File: config.mk
export PLATFORM = sky130hd
export DESIGN_NAME = sram_arbiter_flat
export DESIGN_NICKNAME = d
export VERILOG_FILES = /design/src/rtl/sram_arbiter_pkg.sv /design/src/rtl/sram_arbiter_if.sv /design/src/rtl/sram_arbiter_rr_pick2.sv /design/src/rtl/sram_arbiter.sv /design/src/flat_wrapper.sv
export SDC_FILE = /design/constraint.sdc
export NUM_CORES = 1
export LEC_CHECK = 0
export BUFFER_PORTS_ARGS = -buffer_cell sky130_fd_sc_hd__buf_2
export CAP_MARGIN = 20
export CORE_ASPECT_RATIO = 1.2
export CORE_UTILIZATION = 41
export CTS_BUF_LIST = sky130_fd_sc_hd__clkbuf_8
export DETAILED_ROUTE_END_ITERATION = 7
export GPL_ROUTABILITY_DRIVEN = 0
export GPL_TIMING_DRIVEN = 0
export PLACE_DENSITY = 0.78
export SETUP_SLACK_MARGIN = 0.05
export SKIP_CTS_REPAIR_TIMING = 1
export SYNTH_ARGS = -nofsm -noshare
export SYNTH_HDL_FRONTEND = slang
export SYNTH_HIERARCHICAL = 1
export SYNTH_SLANG_ARGS = --single-unit
File: constraint.sdc
create_clock -name clk -period 1.7 [get_ports clk]
set_input_delay 0.34 -clock clk [delete_from_list [all_inputs] [get_ports clk]]
set_output_delay 0.34 -clock clk [all_outputs]
set_load 0.02 [all_outputs]
File: src/rtl/sram_arbiter_pkg.sv
// Shared types and constants for the SRAM burst arbiter.
package sram_arbiter_pkg;

    typedef enum logic [1:0] {
        IDLE  = 2'b00,
        BURST = 2'b01,
        DRAIN = 2'b10
    } state_e;

    localparam int REQ_X = 0;
    localparam int REQ_A = 1;
    localparam int REQ_W = 2;

    localparam int DEF_BURST_X = 8;
    localparam int DEF_BURST_A = 32;
    localparam int DEF_BURST_W = 4;
    localparam int DEF_BASE_X  = 0;
    localparam int DEF_BASE_A  = 16;
    localparam int DEF_BASE_W  = 64;
    localparam int DEF_DATA_W  = 16;
    localparam int DEF_ADDR_W  = 7;
    localparam int BEAT_W      = 6;

endpackage

File: src/rtl/sram_arbiter_if.sv
// Requester/SRAM bundle; slave is the arbiter side, master the surrounding logic.
interface sram_arbiter_if #(
    parameter int DATA_W = 16,
    parameter int ADDR_W = 7
);
    logic [2:0]        req;
    logic [DATA_W-1:0] w_data;
    logic [DATA_W-1:0] sram_rdata;
    logic [2:0]        gnt;
    logic              sram_en;
    logic              sram_we;
    logic [ADDR_W-1:0] sram_addr;
    logic [DATA_W-1:0] sram_wdata;
    logic              rd_valid;
    logic [5:0]        beat_idx;
    logic              burst_done;

    modport slave (
        input  req, w_data, sram_rdata,
        output gnt, sram_en, sram_we, sram_addr, sram_wdata, rd_valid, beat_idx, burst_done
    );

    modport master (
        output req, w_data, sram_rdata,
        input  gnt, sram_en, sram_we, sram_addr, sram_wdata, rd_valid, beat_idx, burst_done
    );
endinterface

File: src/rtl/sram_arbiter_rr_pick2.sv
// Two-input round-robin selector; the pointer favours whoever lost the last pick.
module rr_pick2 (
    input  logic       clk,
    input  logic       rst,
    input  logic [1:0] req,
    input  logic       adv,
    output logic [1:0] pick
);
    // prio_q = 0: input 0 has priority, 1: input 1 has priority
    logic prio_q, prio_d;

    always_comb begin
        pick   = 2'b00;
        prio_d = prio_q;
        if (req[0] && (!prio_q || !req[1]))
            pick = 2'b01;
        else if (req[1])
            pick = 2'b10;
        if (adv && (pick != 2'b00))
            prio_d = pick[0];
    end

    always_ff @(posedge clk) begin
        if (rst) prio_q <= 1'b0;
        else     prio_q <= prio_d;
    end
endmodule

File: src/rtl/sram_arbiter.sv
// Arbitrates X/A read bursts and result-write bursts onto one single-port SRAM.
module sram_arbiter
    import sram_arbiter_pkg::*;
#(
    parameter int BURST_X = DEF_BURST_X,
    parameter int BURST_A = DEF_BURST_A,
    parameter int BURST_W = DEF_BURST_W,
    parameter int BASE_X  = DEF_BASE_X,
    parameter int BASE_A  = DEF_BASE_A,
    parameter int BASE_W  = DEF_BASE_W,
    parameter int DATA_W  = DEF_DATA_W,
    parameter int ADDR_W  = DEF_ADDR_W
) (
    input  logic          clk,
    input  logic          rst,
    sram_arbiter_if.slave bus
);
    state_e              state_q, state_d;
    logic [2:0]          gnt_q, gnt_d;
    logic                en_q, en_d;
    logic                we_q, we_d;
    logic [ADDR_W-1:0]   addr_q, addr_d;
    logic [BEAT_W-1:0]   beat_q, beat_d;
    logic                rdv_q, rdv_d;
    logic                done_q, done_d;
    logic [1:0]          col_q, col_d;

    logic [1:0]          rr_pick;
    logic                rr_adv;
    logic [2:0]          win;
    logic [ADDR_W-1:0]   start_addr;
    logic [BEAT_W-1:0]   last_beat;

    rr_pick2 u_rr (
        .clk  (clk),
        .rst  (rst),
        .req  (bus.req[REQ_A:REQ_X]),
        .adv  (rr_adv),
        .pick (rr_pick)
    );

    // The writer always pre-empts the X/A round-robin
    assign win = bus.req[REQ_W] ? 3'b100 : {1'b0, rr_pick};

    always_comb begin
        case (win)
            3'b100:  start_addr = ADDR_W'(BASE_W + int'(col_q) * BURST_W);
            3'b010:  start_addr = ADDR_W'(BASE_A);
            default: start_addr = ADDR_W'(BASE_X);
        endcase
        case (gnt_q)
            3'b100:  last_beat = BEAT_W'(BURST_W - 1);
            3'b010:  last_beat = BEAT_W'(BURST_A - 1);
            default: last_beat = BEAT_W'(BURST_X - 1);
        endcase
    end

    always_comb begin
        state_d = state_q;
        gnt_d   = gnt_q;
        en_d    = 1'b0;
        we_d    = 1'b0;
        addr_d  = addr_q;
        beat_d  = beat_q;
        done_d  = 1'b0;
        col_d   = col_q;
        rr_adv  = 1'b0;
        rdv_d   = en_q & ~we_q;
        case (state_q)
            IDLE: begin
                gnt_d  = 3'b000;
                beat_d = '0;
                if (|bus.req) begin
                    state_d = BURST;
                    gnt_d   = win;
                    en_d    = 1'b1;
                    we_d    = win[REQ_W];
                    addr_d  = start_addr;
                    rr_adv  = ~bus.req[REQ_W];
                end
            end
            BURST: begin
                if (beat_q == last_beat) begin
                    done_d = 1'b1;
                    addr_d = '0;
                    beat_d = '0;
                    // Reads wait one more cycle for the final read data
                    if (gnt_q[REQ_W]) begin
                        state_d = IDLE;
                        gnt_d   = 3'b000;
                        col_d   = col_q + 2'd1;
                    end else begin
                        state_d = DRAIN;
                    end
                end else begin
                    en_d   = 1'b1;
                    we_d   = we_q;
                    addr_d = addr_q + ADDR_W'(1);
                    beat_d = beat_q + BEAT_W'(1);
                end
            end
            DRAIN: begin
                state_d = IDLE;
                gnt_d   = 3'b000;
            end
            default: begin
                state_d = IDLE;
                gnt_d   = 3'b000;
            end
        endcase
    end

    always_ff @(posedge clk) begin
        if (rst) begin
            state_q <= IDLE;
            gnt_q   <= 3'b000;
            en_q    <= 1'b0;
            we_q    <= 1'b0;
            addr_q  <= '0;
            beat_q  <= '0;
            rdv_q   <= 1'b0;
            done_q  <= 1'b0;
            col_q   <= 2'd0;
        end else begin
            state_q <= state_d;
            gnt_q   <= gnt_d;
            en_q    <= en_d;
            we_q    <= we_d;
            addr_q  <= addr_d;
            beat_q  <= beat_d;
            rdv_q   <= rdv_d;
            done_q  <= done_d;
            col_q   <= col_d;
        end
    end

    assign bus.gnt        = gnt_q;
    assign bus.sram_en    = en_q;
    assign bus.sram_we    = we_q;
    assign bus.sram_addr  = addr_q;
    assign bus.sram_wdata = bus.w_data;
    assign bus.rd_valid   = rdv_q;
    assign bus.beat_idx   = beat_q;
    assign bus.burst_done = done_q;
endmodule
File: src/flat_wrapper.sv
// flat-port wrapper written by rule: the top's interface ports become plain ports
module sram_arbiter_flat import sram_arbiter_pkg::*;
#(
    parameter int BURST_X = DEF_BURST_X,
    parameter int BURST_A = DEF_BURST_A,
    parameter int BURST_W = DEF_BURST_W,
    parameter int BASE_X  = DEF_BASE_X,
    parameter int BASE_A  = DEF_BASE_A,
    parameter int BASE_W  = DEF_BASE_W,
    parameter int DATA_W  = DEF_DATA_W,
    parameter int ADDR_W  = DEF_ADDR_W
)
  (clk, rst, bus_req, bus_w_data, bus_sram_rdata, bus_gnt, bus_sram_en, bus_sram_we, bus_sram_addr, bus_sram_wdata, bus_rd_valid, bus_beat_idx, bus_burst_done);
  sram_arbiter_if #(.DATA_W(DATA_W), .ADDR_W(ADDR_W)) bus_i ();
  input  logic clk;
  input  logic rst;
  input wire logic [$bits(bus_i.req)-1:0] bus_req;
  input wire logic [$bits(bus_i.w_data)-1:0] bus_w_data;
  input wire logic [$bits(bus_i.sram_rdata)-1:0] bus_sram_rdata;
  output wire logic [$bits(bus_i.gnt)-1:0] bus_gnt;
  output wire logic [$bits(bus_i.sram_en)-1:0] bus_sram_en;
  output wire logic [$bits(bus_i.sram_we)-1:0] bus_sram_we;
  output wire logic [$bits(bus_i.sram_addr)-1:0] bus_sram_addr;
  output wire logic [$bits(bus_i.sram_wdata)-1:0] bus_sram_wdata;
  output wire logic [$bits(bus_i.rd_valid)-1:0] bus_rd_valid;
  output wire logic [$bits(bus_i.beat_idx)-1:0] bus_beat_idx;
  output wire logic [$bits(bus_i.burst_done)-1:0] bus_burst_done;
  assign bus_i.req = bus_req;
  assign bus_i.w_data = bus_w_data;
  assign bus_i.sram_rdata = bus_sram_rdata;
  assign bus_gnt = bus_i.gnt;
  assign bus_sram_en = bus_i.sram_en;
  assign bus_sram_we = bus_i.sram_we;
  assign bus_sram_addr = bus_i.sram_addr;
  assign bus_sram_wdata = bus_i.sram_wdata;
  assign bus_rd_valid = bus_i.rd_valid;
  assign bus_beat_idx = bus_i.beat_idx;
  assign bus_burst_done = bus_i.burst_done;
  sram_arbiter #(.BURST_X(BURST_X), .BURST_A(BURST_A), .BURST_W(BURST_W), .BASE_X(BASE_X), .BASE_A(BASE_A), .BASE_W(BASE_W), .DATA_W(DATA_W), .ADDR_W(ADDR_W)) u_core (.clk(clk), .rst(rst), .bus(bus_i));
endmodule
==> metrics.txt <==
outcome=complete, but fails checks; violated checks=negative setup slack; initial antenna violation count=0; post-layout instance area=1770 sq um; crit path max fanout=7; Int Power=845 uW; critical path startpoint category=register; power density over the cells=665 nW/um^2; Initial Util=0.432; LEAKAGE=0.766 nW; placed cells=236; drt first pass iters=4; total wire length=3020 microns; Fillers=281; part of the power in registers=0.507; TritonCTS Buffers=3; Max-Cap Viols=0; post-synth top area share=0.364; Final Hold Violating Endpoints=0; Fmax=560 MHz; most frequent cell after synthesis=dfxtp_1; Layout Nets=251; Vias=1270; R2R Setup Slk=-0.08 ns; drt via density=5.14; first-pass GRT wire length=4380 microns; Syn. warnings=6; worst min path class=input port to register; io pins=73; worst vdd ir=0.000445 V; Syn Nets=199; slowest library cell on the worst path=a2111oi_4; Area Overhead vs Synth=34.5%; hold_sp=rst; number of routed nets with antenna violations=0; die extent in y=64.1 microns; Port-buffer cells=40; Final HPWL DP=2110 microns; Net Sw Frac=0.284; unrepaired setup endpoints after global routing=yes; max-slew violation count=0; Die X=53.8 microns; post-synth top area cell=dfxtp_1; CP Capture Type=register; Clock Path Buffers=2; Synth cell types=38; Sink Count=24; critical path type=register to register; Multi-input gate area=761 sq um; share of cells above drive strength 1=0.450; grt total ovfl=0; final cell count without fillers=247; CP peak stage delay=0.39 ns; # rows=22; drt drc=0; critical path arrival=1.92 ns; CTS tree=done; register bit count reported by yosys=24; WHS=0.317 ns; Placed Area=1610 sq um; wire per inst=12.2 microns; Async S/R FF share, synth=0; fin crit period=1.78 ns; Die ar.=3450 sq um; cell count after synthesis=160; Setup WS post-layout=-0.0843 ns; CORE AREA=3060 sq um; Avg Inst Size Synth=8.24 sq um; Combinational Power Share=0.204; pin count of the biggest net entering global routing=14; Root Driver=clkbuf_8; Cell Area, Synth=1320 sq um; Commonest cells post-synth=dfxtp_1, buf_4, nor2_1, nand2_1, nand3_1; hold depth=2; GRT Total Usage=0.167; clock skew=0.00646 ns; 1st-iter DRT viols=48; diodes inserted=0; hold endpoint=u_core/u_rr/prio_q; H-tree depth=1; reg2reg path depth=7; Setup Viol. Count Final=14; synth top area cells=dfxtp_1, buf_4, nor2_1; sequential-to-total area share from yosys stat=0.364; crit-path cells=and4bb_1, a2111oi_4, buf_4, a21oi_4, buf_6, a22oi_2, a21oi_2; reg2reg end=u_core/bus.beat_idx[5]; crit share post-route=1.05; Max-slew headroom=0.609; Clk pwr share=0.289; worst path required time=1.83 ns; Synth Flop Type=dfxtp_1; EDFF count, synth=0; r2r startpoint=u_core/bus.gnt[2]; Clk Latency, worst-skew pair=0.26 ns; total net switching power=335 uW; clk slew on worst S/H paths=0.08 ns; Seq. cell area=503 sq um; Worst Tran Pin Value=0.585 ns; vias in the first global route=1046
==> registers in the layout (all words and copies together) (netlist names) <==
name and cells:
u_core/bus.sram_en 1, u_core/state_q 2, u_core/bus.burst_done 1, u_core/bus.beat_idx 6, u_core/bus.rd_valid 1, u_core/u_rr/prio_q 1
u_core/col_q 2, u_core/bus.gnt 3, u_core/bus.sram_addr 7
==> logic make-up (layout without fill, tap and decap cells) <==
kind of cell | count (synthesis) | in the layout | share of synthesized area
simple gates | 73 | 73 | 0.286
compound gates | 33 | 33 | 0.181
flops | 24 | 24 | 0.364
buf+inv | 24 | 75 | 0.120
mux | 3 | 3 | 0.0237
fa+ha+maj | 2 | 2 | 0.0190
xor+xnor | 1 | 1 | 0.00664
==> metrics by stage <==
step	power (mW)	setup slack, ns	utilization	TNS (ns)
floorplan	0.760	-0.0293	-	-0.0293
detailed placement	0.824	-0.111	0.526	-0.882
finish	1.18	-0.0843	0.581	-0.683
global route	1.24	-0.147	0.581	-1.71
CTS	1.16	-0.140	0.541	-1.07
global placement	0.821	-0.0890	0.526	-0.618
==> area by class of cell <==
class | count | area share
multi-input cells | 112 | 0.429
well taps | 36 | 0.0254
repair buffers | 47 | 0.145
clock inverters | 1 | 0.00212
flip-flops and latches | 24 | 0.283
clock buffers | 3 | 0.0233
inverters | 2 | 0.00423
plain buffers | 22 | 0.0874
==> power by group through the flow <==
stage          Combinational [mW]  Clock [mW]  Sequential (mW)
2_1_floorplan               0.132           0            0.628
3_3_place_gp                0.207           0            0.613
3_5_place_dp                0.210           0            0.613
4_1_cts                     0.210       0.346            0.600
5_1_grt                     0.259       0.376            0.602
6_report                    0.241       0.341            0.598
==> critical path, delay by kind of cell (launching register included) <==
kind / cells / cell delay, ns
AOI/OAI and AO/OA: 4 / 0.68
DFF: 1 / 0.38
buffers and inverters: 2 / 0.36
and+or+nand+nor: 1 / 0.24
==> metal layers <==
metal	GRT usage	up-vias	routed length (microns)
met5	0	-	0
met3	0.0190	5	116
met2	0.265	42	1510
met1	0.213	575	1340
met4	0.0855	0	48
li1	-	648	-
==> cells in the final DEF, fill, tap and decap left out, types with 4 or more instances in the layout <==
master    n
a21oi_1   6
a21oi_2   4
a31oi_1   5
buf_2    41
buf_4    21
dfxtp_1  16
dfxtp_4   5
nand2_1  15
nand3_1  11
nor2_1   18
nor2b_1   4
==> worst max path at each step <==
stage                                start                     end  slack [ns]
finish                   u_core/bus.gnt[2]  u_core/bus.beat_idx[5]       -0.08
detailed placement  u_core/bus.beat_idx[1]         u_core/col_q[0]       -0.11
floorplan           u_core/bus.beat_idx[1]         u_core/col_q[0]       -0.03
global placement    u_core/bus.beat_idx[1]         u_core/col_q[0]       -0.09
CTS                 u_core/bus.beat_idx[0]         u_core/col_q[0]       -0.14
global route             u_core/bus.gnt[1]  u_core/bus.beat_idx[5]       -0.15
No activity file was read; power rests on OpenSTA's default activity.
